## src/rtl/ps2_init_seq.sv

```systemverilog
`default_nettype none
// ============================================================================
//  Module      : ps2_init_seq
//  Description : PS/2 mouse initialisation sequencer. Sends the reset
//                command, waits for ACK / BAT / device ID, optionally
//                programs the sample rate, then enables stream mode.
//                Handles resend (0xFE), restart on bad responses and
//                response timeouts, bounded by a retry limit.
//                Optional feature macro: PS2_SAMPLE_RATE_EN
//                  defined   -> sequence FF, F3, SAMPLE_RATE, F4
//                  undefined -> sequence FF, F4 (no rate logic)
//  Revision    : 1.0 - initial release
// ============================================================================
module ps2_init_seq #(
    parameter int         TIMEOUT_CYC = 37500000,
    parameter int         MAX_RETRY   = 3,
    parameter logic [7:0] SAMPLE_RATE = 8'd100
) (
    input  logic       iCLK_50,
    input  logic       iRST_n,
    input  logic       iSTART,
    output logic [7:0] oTX_DATA,
    output logic       oTX_REQ,
    input  logic       iTX_DONE,
    input  logic       iTX_ERR,
    input  logic [7:0] iRX_DATA,
    input  logic       iRX_VALID,
    output logic       oREADY,
    output logic       oERROR,
    output logic [3:0] oSTATE
);

    // ------------------------------------------------------------------
    // State encoding (also exported on oSTATE for debug)
    // ------------------------------------------------------------------
    localparam logic [3:0] ST_IDLE     = 4'd0;
    localparam logic [3:0] ST_SEND     = 4'd1;
    localparam logic [3:0] ST_WAIT_ACK = 4'd2;
    localparam logic [3:0] ST_WAIT_BAT = 4'd3;
    localparam logic [3:0] ST_WAIT_ID  = 4'd4;
    localparam logic [3:0] ST_NEXT     = 4'd5;
    localparam logic [3:0] ST_READY    = 4'd6;
    localparam logic [3:0] ST_ERROR    = 4'd7;

    // PS/2 protocol bytes
    localparam logic [7:0] CMD_RESET  = 8'hFF;
    localparam logic [7:0] CMD_STREAM = 8'hF4;
    localparam logic [7:0] RSP_ACK    = 8'hFA;
    localparam logic [7:0] RSP_RESEND = 8'hFE;
    localparam logic [7:0] RSP_BAT_OK = 8'hAA;

`ifdef PS2_SAMPLE_RATE_EN
    localparam logic [7:0] CMD_RATE   = 8'hF3;
    localparam logic [1:0] LAST_IDX   = 2'd3;
`else
    localparam logic [1:0] LAST_IDX   = 2'd1;
`endif

    // Timeout fires on the cycle the counter reaches TIMEOUT_CYC-1, so a
    // state is left after exactly TIMEOUT_CYC cycles of silence.
    localparam logic [31:0] TMO_LAST  = 32'(TIMEOUT_CYC - 1);
    localparam logic [3:0]  RETRY_MAX = 4'(MAX_RETRY);

    // Command byte selected by the sequence index
    function automatic logic [7:0] cmd_byte(input logic [1:0] idx);
        logic [7:0] b;
`ifdef PS2_SAMPLE_RATE_EN
        case (idx)
            2'd0:    b = CMD_RESET;
            2'd1:    b = CMD_RATE;
            2'd2:    b = SAMPLE_RATE;
            default: b = CMD_STREAM;
        endcase
`else
        b = (idx == 2'd0) ? CMD_RESET : CMD_STREAM;
`endif
        return b;
    endfunction

    // ------------------------------------------------------------------
    // Registers
    // ------------------------------------------------------------------
    logic [3:0]  state_q,   state_d;
    logic [1:0]  idx_q,     idx_d;
    logic [3:0]  retry_q,   retry_d;
    logic [31:0] tmo_q,     tmo_d;
    logic        tx_req_q,  tx_req_d;
    logic [7:0]  tx_data_q, tx_data_d;
    logic        ready_q,   ready_d;
    logic        error_q,   error_d;
    logic        start_q;

    logic w_start_edge;
    logic w_counting;
    logic w_tmo_hit;
    logic w_resend;
    logic w_restart;
    logic w_reenter;

    assign w_start_edge = iSTART & ~start_q;
    assign w_counting   = (state_q == ST_SEND)     || (state_q == ST_WAIT_ACK) ||
                          (state_q == ST_WAIT_BAT) || (state_q == ST_WAIT_ID);
    assign w_tmo_hit    = w_counting && (tmo_q == TMO_LAST);

    // Next-state logic: start edge first, then bus/RX events, then timeout
    always_comb begin
        state_d   = state_q;
        idx_d     = idx_q;
        retry_d   = retry_q;
        tmo_d     = tmo_q;
        tx_req_d  = 1'b0;
        tx_data_d = tx_data_q;
        ready_d   = ready_q;
        error_d   = error_q;
        w_resend  = 1'b0;
        w_restart = 1'b0;
        w_reenter = 1'b0;

        if (w_start_edge) begin
            // Abort whatever is in progress; request rises one cycle later
            state_d   = ST_SEND;
            idx_d     = 2'd0;
            retry_d   = 4'd0;
            ready_d   = 1'b0;
            error_d   = 1'b0;
            w_reenter = 1'b1;
        end else begin
            case (state_q)
                ST_SEND: begin
                    if (iTX_DONE)       state_d   = ST_WAIT_ACK;
                    else if (iTX_ERR)   w_resend  = 1'b1;
                    else if (w_tmo_hit) w_restart = 1'b1;
                    else                tx_req_d  = 1'b1;
                end
                ST_WAIT_ACK: begin
                    if (iRX_VALID) begin
                        if (iRX_DATA == RSP_ACK)
                            state_d = (idx_q == 2'd0) ? ST_WAIT_BAT : ST_NEXT;
                        else if (iRX_DATA == RSP_RESEND)
                            w_resend = 1'b1;
                        else
                            w_restart = 1'b1;
                    end else if (w_tmo_hit) begin
                        w_restart = 1'b1;
                    end
                end
                ST_WAIT_BAT: begin
                    if (iRX_VALID) begin
                        if (iRX_DATA == RSP_BAT_OK) state_d   = ST_WAIT_ID;
                        else                        w_restart = 1'b1;
                    end else if (w_tmo_hit) begin
                        w_restart = 1'b1;
                    end
                end
                ST_WAIT_ID: begin
                    // Device ID value is not used
                    if (iRX_VALID)      state_d   = ST_NEXT;
                    else if (w_tmo_hit) w_restart = 1'b1;
                end
                ST_NEXT: begin
                    if (idx_q == LAST_IDX) begin
                        state_d = ST_READY;
                        retry_d = 4'd0;
                        ready_d = 1'b1;
                    end else begin
                        idx_d   = idx_q + 2'd1;
                        state_d = ST_SEND;
                    end
                end
                default: ; // IDLE, READY, ERROR wait for a start edge
            endcase

            // Shared resend/restart path, bounded by the retry limit
            if (w_resend || w_restart) begin
                if (retry_q >= RETRY_MAX) begin
                    state_d = ST_ERROR;
                    error_d = 1'b1;
                end else begin
                    retry_d   = retry_q + 4'd1;
                    state_d   = ST_SEND;
                    w_reenter = 1'b1;
                    if (w_restart) idx_d = 2'd0;
                end
            end
        end

        // Command byte is loaded on the way into SEND and held there
        if (state_d == ST_SEND) tx_data_d = cmd_byte(idx_d);

        // Timeout counter restarts on every state entry, including re-entry
        if (w_reenter || (state_d != state_q)) tmo_d = 32'd0;
        else if (w_counting)                   tmo_d = tmo_q + 32'd1;
    end

    // State and output registers; reset clears everything immediately
    always_ff @(posedge iCLK_50 or negedge iRST_n) begin
        if (!iRST_n) begin
            state_q   <= ST_IDLE;
            idx_q     <= 2'd0;
            retry_q   <= 4'd0;
            tmo_q     <= 32'd0;
            tx_req_q  <= 1'b0;
            tx_data_q <= 8'h00;
            ready_q   <= 1'b0;
            error_q   <= 1'b0;
            start_q   <= 1'b0;
        end else begin
            state_q   <= state_d;
            idx_q     <= idx_d;
            retry_q   <= retry_d;
            tmo_q     <= tmo_d;
            tx_req_q  <= tx_req_d;
            tx_data_q <= tx_data_d;
            ready_q   <= ready_d;
            error_q   <= error_d;
            start_q   <= iSTART;
        end
    end

    assign oTX_DATA = tx_data_q;
    assign oTX_REQ  = tx_req_q;
    assign oREADY   = ready_q;
    assign oERROR   = error_q;
    assign oSTATE   = state_q;

endmodule
`default_nettype wire
```

## config.mk

```make
export PLATFORM = sky130hd
export DESIGN_NAME = ps2_init_seq
export DESIGN_NICKNAME = d
export VERILOG_FILES = /design/src/rtl/ps2_init_seq.sv
export SDC_FILE = /design/constraint.sdc
export NUM_CORES = 1
export LEC_CHECK = 0
export BUFFER_PORTS_ARGS = -buffer_cell sky130_fd_sc_hd__buf_2
export CORE_MARGIN = 10
export CORE_UTILIZATION = 58
export DETAILED_ROUTE_END_ITERATION = 16
export PLACE_DENSITY = 0.79
export SLEW_MARGIN = 20
export SYNTH_ARGS = -nofsm -noshare
export SYNTH_HDL_FRONTEND = slang
export SYNTH_SLANG_ARGS = --single-unit
```

## constraint.sdc

```tcl
create_clock -name iCLK_50 -period 2.7 [get_ports iCLK_50]
set_input_delay 0.27 -clock iCLK_50 [delete_from_list [all_inputs] [get_ports iCLK_50]]
set_output_delay 0.27 -clock iCLK_50 [all_outputs]
set_load 0.005 [all_outputs]
```

==> results.md, run 1 <==
- In this run the cell area of the synthesized design comes to 2690 um2.
- The placer congestion estimate is 0.926.
- The register bit total from synthesis is 48.
- The final count of hold timing violations was 0.
- The synthesized area per cell is 9.31 um2.
- The instance count of the mapped netlist is between 200 and 300.
- In the final timing run, aggregate negative setup slack is 0 ns.
- The region available for standard cell placement spans 4410 um2.
- The pin count of the biggest net entering global routing is 33.
- Synthesis produced a netlist with a net count of 305.
- After synthesis, the most frequently instantiated cells are 48 x dfrtp_1, 48 x nor2_1, 24 x nand2_1.
- Using the TritonRoute via totals, the vias-per-cell ratio works out to between 5 and 6.
- The relative max-transition margin is 0.545.
- The number of cells on the critical path is 8.
- The time the final worst path needs with I/O delays and setup is approximately 2.6 ns.
- The total via count after detailed routing is 2129.
- The die footprint is 7760 um2.
- The number of antenna diodes in the final layout is 0.
- The share of post-route cells with drive strength above 1 is 0.186.
- The number of nets still failing antenna checks after routing is 0.
- Clock tree synthesis inserted a total of 5 buffers.
- The critical path goes through ha_1 > nand3_1 > or4b_4 > or4_4 > o21a_1 > o211ai_2 > o31ai_2 > mux2_4.
- The actual transition at the worst max-transition pin is roughly 0.7 ns.
- The period utilization is 0.964.
- Of the synthesized area, sequential elements account for 0.447.
- The share of synthesized area in the top cell type comes to 0.447.
- The worst setup path is launched from a register.
- The clock net sink count is 48.
- Setup repair after global routing left no endpoint under its margin.
- The clock skew after layout is 0.0118 ns.
- The number of cells on the worst reg-to-reg path is 8.
- The clock slew seen by the registers of the worst setup and hold paths is 0.09 ns.
- The number of pins exceeding their max-slew limit in the final report is 0.
- TritonCTS built the clock tree.
- The run finished with clean final reports.
- The floorplan die height is 88.1 um.
- Summed over all layers, the global routing overflow is 0.
- The setup path with the least slack is of type reg2reg.
- The number of buffers inserted for hold repair after clock tree synthesis is 0.
- The initial antenna violation count is 0.
- dfrtp_1 takes more of the synthesized area than any other cell.
- The biggest fanout along the worst timing path is 5.
- The signal arrival time at the worst endpoint is 2.79 ns.
- The start point of the critical path is tmo_q[0]$_DFFE_PN0P_.
- Following the worst setup path forward leads to its endpoint at oTX_DATA[3]$_DFFE_PN0N_.
- For this run, the leading register cell type out of synthesis is dfrtp_1.
- The kind of path behind the tightest hold check is in2async.
- The count of maximum capacitance violations is 0.
- The timing-limited maximum frequency is 0.384 GHz.
- The insertion delay to the later sink of the worst-skew pair is 0.30 ns.
- The number of different library cells used by synthesis comes to 53.
- The kind of cell adding the most delay to the critical path is simple AND/OR/NAND/NOR gates.
- The end-of-flow core utilization is 0.674.
- The longest clock path from root to sink contains 2 buffers.
- Detailed placement ended at an HPWL of slightly above 4000 um.
- The first-pass GRT wire length is 9400 um.
- The area growth from synthesis to layout is 10.6%.
- The number of ports placed on the die boundary is 29.
- The initial standard-cell utilization of the core is 0.609.
- The type of destination of the critical path is a register.
- The launch point of the worst reg-to-reg path is tmo_q[0]$_DFFE_PN0P_.
- The via count of the first global-routing pass is between 2000 and 2500.
- For this run, design rule violations remaining after detail routing come to 0.
- The synthesized design contains 0 enable-type register cells.
- The total global routing track utilization is 0.151.
- The number of buffers and inverters on the critical path is 0.
- The number of synthesis warnings is 0.
- STA puts the critical path data required time at 2.88 ns.
- The detailed router finished its first iteration with about 140 violations.
- The first-pass iteration count of the detailed router is 4.
- The setup check on the worst reg-to-reg path leaves a slack of between 0.09 and 0.1 ns.
- For this block, the routed nets add up to 5630 um of wire.
- The worst supply voltage drop on vdd is a little under 0.0005 V.
- In this design, the stage delay of the slowest critical-path cell is 0.59 ns.
- The count of input and output buffers is 28.
- By area the synthesized netlist is led by dfrtp_1 45%, nor2_1 6.7%, xor2_1 6.2%.
- Summed over all cells, the static leakage comes to approximately 1.4 nW.
- The root buffer selected by CTS is clkbuf_8.
- The setup violation total in the final timing report is 0.
- Dividing total power by cell area gives a power density of 637 nW/um2.
- For this design, the slowest cell found on the critical path is or4_4.
- After synthesis, the share of flip-flops with an asynchronous set or reset is 1.00.
- From left edge to right edge, the die measures 88.1 um.
- The clock tree synthesis step divided the H-tree into 2 levels.
- The floorplan has 24 rows.
- The net count of the finished layout is about 330.
- The reg-to-reg endpoint is oTX_DATA[3]$_DFFE_PN0N_.
- Dividing the detail-routed wire length by the instance count gives 15.3 um.
sequential cells by signal, summed over array words and instances, names as in the netlist:
| register | count |
|---|---|
| tmo_q | 32 |
| oERROR | 1 |
| start_q | 1 |
| oREADY | 1 |
| oTX_REQ | 1 |
| idx_q | 2 |
| oSTATE | 4 |
| oTX_DATA | 2 |
| retry_q | 4 |
power by group:
part | switching, mW | internal [mW]
Combinational | 0.387 | 0.274
Sequential | 0.0348 | 0.763
Clock | 0.228 | 0.208
worst reg2reg max path: stages (launching register included):
cell and delay [ns]:
dfrtp_1 0.38, ha_1 0.19, nand3_1 0.08, or4b_4 0.53, or4_4 0.59, o21a_1 0.24
o211ai_2 0.08, o31ai_2 0.11, mux2_4 0.30
final cells by class:
class                      count  area (um2)
clock buffer                   7        86.3
sequential                    48        1200
fill                         372        1440
multi-input combinational    217        1370
clock inverter                 1        7.51
inverter                       7        26.3
timing repair buffer          37         220
tap                           52        65.1
kinds of logic after synthesis:
family / count (synthesis) / synth area share
AOI/OAI and AO/OA: 29 / 0.0758
DFF: 48 / 0.447
muxes: 2 / 0.00930
xor gates and xnor gates: 32 / 0.104
adders and majority gates: 2 / 0.00930
and+or+nand+nor: 152 / 0.305
buffers and inverters: 24 / 0.0498
metrics by stage:
stage / power [mW] / instances / cell area, um2 / hold WS [ns] / worst slack (ns)
after floorplan: 1.27 / 289 / 2690 / -0.0256 / 0.168
after global placement: 1.43 / 360 / 2860 / 0.351 / 0.163
after detailed placement: 1.44 / 360 / 2860 / 0.351 / 0.107
after CTS: 1.88 / 368 / 2950 / 0.0204 / 0.0990
after global routing: 2.02 / 369 / 2980 / 0.0500 / 0.00521
final: 1.89 / 369 / 2980 / 0.00133 / 0.0969
cell usage in the layout, fill, tap and decap left out, types with 8 or more instances in the layout:
cell     instances
xor2_1          19
xnor2_1         13
nand3_1         16
nor2_1          48
and3_1          13
dfrtp_1         47
buf_2           28
a21oi_1          8
buf_4            8
nand2_1         24
how the worst min path moves through the flow:
stage	startpoint	cells after the start	endpoint	slack [ns]
3_3_place_gp	iRST_n	1	idx_q[1]$_DFF_PN0_	0.35
2_1_floorplan	iRST_n	0	idx_q[0]$_DFF_PN0_	-0.03
6_report	iRST_n	1	tmo_q[10]$_DFFE_PN0P_	0.001
4_1_cts	iRST_n	1	tmo_q[10]$_DFFE_PN0P_	0.02
5_1_grt	iRST_n	1	tmo_q[10]$_DFFE_PN0P_	0.05
3_5_place_dp	iRST_n	1	idx_q[1]$_DFF_PN0_	0.35
metal layers:
| metal | share of wire | up-vias | track usage |
|---|---|---|---|
| met5 | 0 | - | 0 |
| met1 | 0.47 | 1016 | 0.205 |
| li1 | - | 1058 | - |
| met3 | 0.058 | 9 | 0.0390 |
| met4 | 0.012 | 0 | 0.0456 |
| met2 | 0.46 | 46 | 0.231 |
timing repair:
action	in CTS	in global routing
gates resized for setup	0	3
endpoints found under the hold margin	0	0
buffers inserted	0	1
setup endpoints to repair	0	2
(Power assumes the default switching activity.)
==> run 2, diff against run 1 <==
Settings changed: ABC_AREA from default to 1, CORE_UTILIZATION 58 to 60, PLACE_DENSITY 0.79 to 0.8, SKIP_CTS_REPAIR_TIMING from default to 1.
==> run 2 against run 1 <==
Critical path depth increased by 5. Global-route usage up 0.31 points. Maximum frequency increased by 8.0%. Largest power group is now combinational logic. Highest routed layer unchanged.
==> results.md, run 2 <==
- The clock network fraction of total power is 0.188.
- The commonest cells after synthesis are 76 x nand2_1, 56 x nor2_1, 48 x dfrtp_1.
- Among the stages of the critical path, the cell type that occurs most often is nand2_4.
- The clock skew after layout is 0.00569 ns.
- Setup repair after global routing left no endpoint under its margin.
- The cell area power density is 786 nW/um2.
- The total congestion overflow after global routing is 0.
- The worst supply voltage drop on vdd is roughly 0.00055 V.
- The post-synthesis cell type with the largest combined area is dfrtp_1.
- The multiplexer share of the synthesized area is 0.00311.
- The final count of hold timing violations is 0.
- The number of nets still failing antenna checks after routing is 0.
- The synthesized design contains 0 enable-type register cells.
- The floorplan step set the die height to 93.2 um.
- Summing over every cut layer, the via total after detailed routing is approximately 2600.
- Walking the worst path, the cells encountered are nor2_2 > o21ai_1 > nand2_4 > nand3_2 > nor2_4 > nand2_4 > nand4_1 > nand3_2 > nand2_1 > nand2_2 > nand2_4 > buf_12 > nor2_4.
- For this run, asynchronously set or reset flops after synthesis account for 1.00.
- In the post-route analysis, the smallest setup slack over all paths is 0.289 ns.
- In this run the worst path has a maximum fanout of 17.
- The number of pins exceeding their max-slew limit in the final report came to 0.
- The signal arrival time at the worst endpoint is 2.60 ns.
- The unique cell type count in the Yosys netlist is 33.
- The pin count of the biggest net entering global routing is between 40 and 50.
- The cell type of the slowest stage on the worst timing path is dfrtp_1.
- Pin placement for this block handled 29 I/O pins.
- The maximum buffer depth of the clock tree is 2.
- The largest incremental delay on the critical path is 0.44 ns.
- The number of flip-flops in the largest register is 32.
- The switching power total is 1.27 mW.
- The die span in x is 93.2 um.
- Of the synthesized area, sequential elements account for 0.373.
- The CTS H-tree depth is 2.
- The initial antenna violation count is 0.
- The count of maximum capacitance violations is 0.
- In this run the standard cell core region covers just over 5000 um2.
- OpenSTA, run right after detailed placement, puts the worst setup slack at 0.340 ns.
- The worst setup path is captured at a register.
- The share of post-route cells with drive strength above 1 is 0.239.
- The TritonCTS clock tree is built.
- The type of the worst setup path is reg2reg.
- The number of DRC markers in iteration 0 is around 190.
- The library cells used most frequently in the layout, excluding fill and tap cells, are 76 x nand2_1, 56 x nor2_1, 48 x dfrtp_1.
- The register bit total from synthesis is 48.
- The finished layout holds just under 500 standard cells, fillers aside.
- The tree built by TritonCTS fans out to 48 sinks.
- Among all flip-flop cells after synthesis, the most frequent one is dfrtp_1.
- The initial utilization of the core area, before any placement, comes to 0.626.
- The actual transition at the worst max-transition pin is approximately 0.59 ns.
- In the global route stage, overall resource usage came out at 0.154.
- At the end of routability-driven placement, the weighted congestion stood at 0.917.
- The share of synthesized area in the top cell type comes to 0.373.
- In the final layout, the multi-input gates occupy about 1700 um2.
- The insertion delay to the later sink of the worst-skew pair is 0.30 ns.
- The number of remaining DRC errors is 0.
- The fill cell total of the finished layout is 443.
- The most common cell after layout, fill and taps aside is nand2_1.
- The sequential standard cell area is 1200 um2.
- For this design the static power due to leakage is ~1.6 nW.
- The worst setup path is launched from a register.
- Sorting the synthesized cells by area gives the leading types as dfrtp_1 37%, nor2_4 12%, nand2_1 8.9%.
- In the post-synthesis netlist, the cell with the most instances is nand2_1.
- The share of the synthesized area in compound gates (AO/OA/AOI/OAI) came to 0.0257.
- The count of input and output buffers is 28.
- The share of total power dissipated in sequential elements is 0.312.
- The floorplan has 26 rows.
- The instance count of the mapped netlist is 392.
- The flow ran to the end, and the final reports show no timing, DRC or antenna violations.
- The routed via count divided by cell count is 5.20.
- The count of inserted antenna diode cells is 0.
- The via count of the first global-routing pass is 2370.
- The endpoint required time on the critical path is 2.89 ns.
- The share of the synthesized netlist area taken by xor and xnor gates is 0.0844.
- At the end of the flow the core is filled with cells to 0.682.
- The dominant combinational cell family by area after synthesis is simple AND/OR/NAND/NOR gates.
- The kind of path behind the tightest hold check is in2reg.
- The setup violation total in the final timing report is 0.
- The time the final worst path needs with I/O delays and setup is 2.41 ns.
- Cell internal power was estimated by the tool at 1.48 mW.
- Of the total synthesized cell area, the portion taken by full adders, half adders and majority gates is 0.00778.
- Detailed placement ended at an HPWL of 4960 um.
- tmo_q holds more flip-flops than any other register.
- Synthesis produced a netlist with a net count of about 410.
- The die footprint is 8690 um2.
- The period utilization is 0.893.
- Timing would allow up to 0.415 GHz.
- The number of synthesis warnings is 0.
- The net count of the finished layout is approximately 440.
- The switching power share of the total is 0.461.
- The first-pass iteration count of the detailed router is 5.
- Power comes to 2.75 mW.
- The first global-routing pass estimated around 11000 um of wire.
- The number of buffers created by CTS is 5.
- For this block, the routed nets add up to 6410 um of wire.
- The wire length per cell is 13.0 um.
- The clock slew seen by the registers of the worst setup and hold paths is 0.09 ns.
- Of the total power, combinational logic draws 0.499.
- The synthesized cell area is between 3000 and 4000 um2.
- The relative max-transition margin is 0.608.
- The area growth from synthesis to layout is 8.91%.
- Of the total synthesized cell area, the portion taken by AND, OR, NAND and NOR gates is 0.418.
- The tree is rooted in a clkbuf_8.
- The synthesized area per cell is between 8 and 9 um2.
- The setup TNS after final layout is 0 ns.
- The number of cells after detailed placement is 483.
run 2: changes by cell type in the layout (fill, tap and decap cells not counted), sizes merged, moves of 6 or more:
cell,delta
nand2,+62
nor2,+47
inv,+39
and3,-13
nand3,+13
nand4,+7
buf,-6
run 2: layout make-up:
class,instances,area share
repair buffers,32,0.0571
clock inverters,2,0.0100
multi-input cells,288,0.495
well taps,70,0.0250
clock buffers,6,0.0207
flip-flops and latches,48,0.343
inverters,46,0.0493
run 2: power by group through the flow:
stage | Combinational (mW) | Sequential (mW) | Clock [mW]
after global placement | 1.35 | 0.867 | 0
final | 1.37 | 0.859 | 0.518
after detailed placement | 1.37 | 0.871 | 0
after floorplan | 1.17 | 0.863 | 0
after CTS | 1.38 | 0.857 | 0.530
after global routing | 1.52 | 0.868 | 0.562
run 2: metal layers:
layer | up-vias | GRT usage | wire length, um
met5 | - | 0 | 0
met4 | 0 | 0.0463 | 102
met3 | 10 | 0.0392 | 368
met2 | 70 | 0.237 | 2930
met1 | 1188 | 0.207 | 3010
li1 | 1288 | - | -
run 2: worst paths after layout:
kind | startpoint | endpoint | slack, ns | cells after the start
setup reg to reg | oSTATE[3]$_DFF_PN0_ | tmo_q[23]$_DFFE_PN0P_ | 0.29 | 13
setup / recovery | oSTATE[3]$_DFF_PN0_ | tmo_q[23]$_DFFE_PN0P_ | 0.29 | 13
hold / removal | iSTART | start_q$_DFF_PN0_ | 0.08 | 1
max in group asynchronous | iRST_n | tmo_q[24]$_DFFE_PN0P_ | 1.79 | 2
hold reg to reg | retry_q[0]$_DFF_PN0_ | retry_q[0]$_DFF_PN0_ | 0.50 | 1
min in group asynchronous | iRST_n | retry_q[2]$_DFF_PN0_ | 0.50 | 2
run 2: worst max-delay path: cells and delay by family, from the launching register on:
kind,cells,cell delay [ns]
AO/OA/AOI/OAI,1,0.15
AND/OR/NAND/NOR,11,1.45
buffers and inverters,1,0.25
flip-flops,1,0.44
run 2: logic make-up (layout without fill, tap and decap cells):
logic type | after synthesis | in the layout
AO/OA/AOI/OAI | 14 | 14
adder cells (fa/ha/maj) | 2 | 2
XOR/XNOR | 31 | 31
buffers and inverters | 56 | 86
AND/OR/NAND/NOR | 240 | 240
multiplexers | 1 | 1
flip-flops | 48 | 48
run 2: per-stage QoR:
step                hold slack, ns  area [um2]
detailed placement           0.395        3380
floorplan                  -0.0256        3220
global route                0.0646        3500
global placement             0.391        3380
CTS                         0.0721        3490
finish                      0.0783        3500
==> run 3, diff against run 2 <==
Settings changed: PLACE_DENSITY 0.8 to default, PLACE_DENSITY_LB_ADDON from default to 0.2.
==> run 3 against run 2 <==
Sequential share of layout area down 0.48 points. Register-to-register slack is essentially flat. Clock skew increased by 0.012 ns. Global-route usage up 0.75 points. Die area stayed put. Critical endpoint is now tmo_q[2]$_DFFE_PN0P_. Largest power group unchanged.
==> results.md, run 3 (synthesized netlist as in run 2, its figures left out) <==
- The area of the placeable core is 5140 um2.
- After detailed routing, the total wire length is 6550 um.
- The initial antenna violation count is 0.
- For the worst setup path, the data required time is 2.88 ns.
- The cell row count is 26.
- Counting flops per register, the top entry is tmo_q.
- Clock skew on the completed layout was measured at 0.0177 ns.
- The timing-limited maximum frequency is approximately 0.42 GHz.
- In this run the remaining antenna-violating nets after routing total 0.
- Leaving out fill and tap cells, the most frequent cell in the layout is nand2_1.
- The first-pass iteration count of the detailed router is 4.
- The signal arrival time at the worst endpoint is 2.58 ns.
- For the worst-skew pair, the clock arrives at the later sink with an insertion delay of slightly above 0.3 ns.
- The floorplan die height is 93.2 um.
- The flow ran to the end, and the final reports show no timing, DRC or antenna violations.
- The number of remaining DRC errors is 0.
- At the pin with the least slew margin, the transition time is 0.494 ns.
- The type of the worst setup path is reg2reg.
- The longest clock path from root to sink contains 2 buffers.
- The relative max-transition margin is 0.670.
- The setup violation total in the final timing report is 0.
- The placer congestion estimate is just over 0.9.
- The die is ~93 um wide.
- In the layout the commonest cells are 76 x nand2_1, 56 x nor2_1, 48 x dfrtp_1.
- The cell area power density is 819 nW/um2.
- The first global-routing pass estimated 11700 um of wire.
- The root buffer selected by CTS is clkbuf_8.
- The number of pins exceeding their max-slew limit in the final report is 0.
- The setup TNS after final layout is 0 ns.
- The clock net sink count is 48.
- In the routed layout, each cell is associated on average with a via count of 5.20.
- Max-cap violations in this run came to 0.
- The TritonCTS clock tree is built.
- The sort of element at the start of the critical path is a register.
- The total global routing track utilization is 0.162.
- The number of flip-flops in the largest register is 32.
- The placed wire-length estimate after detailed placement is 5090 um.
- The detailed router finished its first iteration with about 130 violations.
- Setup repair after global routing left no endpoint under its margin.
- The pin count of the biggest net entering global routing is 27.
- The cell leakage power is 1.60 nW.
- Relative to the synthesized area, the layout overhead comes to 10.5%.
- The share of post-route cells with drive strength above 1 is 0.247.
- After filler insertion, the fill cell instance count of the layout stands at about 440.
- The count of inserted antenna diode cells is 0.
- The biggest fanout along the worst timing path is 14.
- The number of ports placed on the die boundary is 29.
- The total via count after detailed routing is around 2600.
- The net count of the finished layout is 440.
- The time the final worst path needs with I/O delays and setup is 2.40 ns.
- The via count of the first global-routing pass came to 2565.
- The period utilization is 0.888.
- The count of input and output buffers is 28.
- The initial standard-cell utilization of the core is 0.626.
- The type of destination of the critical path is a register.
- The clock tree synthesis step divided the H-tree into 2 levels.
- The total congestion overflow after global routing is 0.
- The die covers 8690 um2.
- The final count of hold timing violations came to 0.
- In the final routed layout, each cell accounts on average for 13.2 um.
- Counting the buffers created by CTS gives 5.
- In this run the worst hold path is classified as in2reg.
- The worst-case IR drop observed on VDD is a little over 0.0006 V.
- The end-of-flow core utilization is 0.691.
- The clock slew seen by the registers of the worst setup and hold paths is 0.10 ns.
## run 3: cell types whose count changed in the layout (fill, tap and decap cells not counted)
cell and delta:
bufinv_16 +1, buf_4 +2, clkinv_2 -1, clkbuf_1 -1
buf_2 +1, inv_6 +1
## run 3: cell type report
type                            instances  area [um2]  share of cell area
Sequential cell                        48        1200               0.338
Clock inverter                          3        68.8              0.0194
Clock buffer                            5        68.8              0.0194
Inverter                               46         173              0.0486
Timing Repair Buffer                   35         220              0.0620
Tap cell                               70        87.6              0.0246
Multi-Input combinational cell        288        1730               0.488
## run 3: critical path, stage by stage, from the launching register on
cell and delay, ns:
dfrtp_1 0.45, nor2_2 0.22, o21ai_1 0.14, nand2_4 0.15
nand3_2 0.11, nor2_4 0.13, nand2_4 0.08, nand4_1 0.14
nand3_2 0.12, nand2_1 0.09, nand2_2 0.06, nand2_4 0.30
buf_12 0.23, nor2_4 0.03
## run 3: power by group
group          total, mW  internal (mW)  leakage [nW]  switching, mW
sequential         0.859          0.786         0.651         0.0734
clock              0.631          0.373        0.0687          0.258
combinational       1.42          0.450         0.878          0.971
## run 3: worst paths after layout
| path | start | to | slack (ns) | depth (start not counted) |
|---|---|---|---|---|
| max | oSTATE[3]$_DFF_PN0_ | tmo_q[2]$_DFFE_PN0P_ | 0.30 | 13 |
| min | iSTART | start_q$_DFF_PN0_ | 0.07 | 1 |
| max reg2reg | oSTATE[3]$_DFF_PN0_ | tmo_q[2]$_DFFE_PN0P_ | 0.30 | 13 |
| min reg2reg | retry_q[0]$_DFF_PN0_ | retry_q[0]$_DFF_PN0_ | 0.50 | 1 |
| max in group asynchronous | iRST_n | tmo_q[1]$_DFFE_PN0P_ | 1.51 | 3 |
| min in group asynchronous | iRST_n | tmo_q[7]$_DFFE_PN0P_ | 0.45 | 2 |
## run 3: metal layers
layer | vias up | share of wire | routed length (um) | GRT usage
li1 | 1291 | - | - | -
met1 | 1230 | 0.46 | 3020 | 0.212
met2 | 47 | 0.47 | 3100 | 0.252
met3 | 6 | 0.054 | 355 | 0.0384
met4 | 0 | 0.011 | 73 | 0.0604
met5 | - | 0 | 0 | 0
## run 3: through the flow
stage | std cells | total power, mW | instance area [um2] | setup slack (ns) | hold WS, ns
3_5_place_dp | 486 | 2.30 | 3410 | 0.321 | 0.269
6_report | 495 | 2.91 | 3550 | 0.303 | 0.0707
5_1_grt | 495 | 3.10 | 3550 | 0.138 | 0.0578
4_1_cts | 494 | 2.93 | 3540 | 0.290 | -0.0740
2_1_floorplan | 392 | 2.03 | 3220 | 0.777 | -0.0256
3_3_place_gp | 486 | 2.26 | 3410 | 0.380 | 0.268
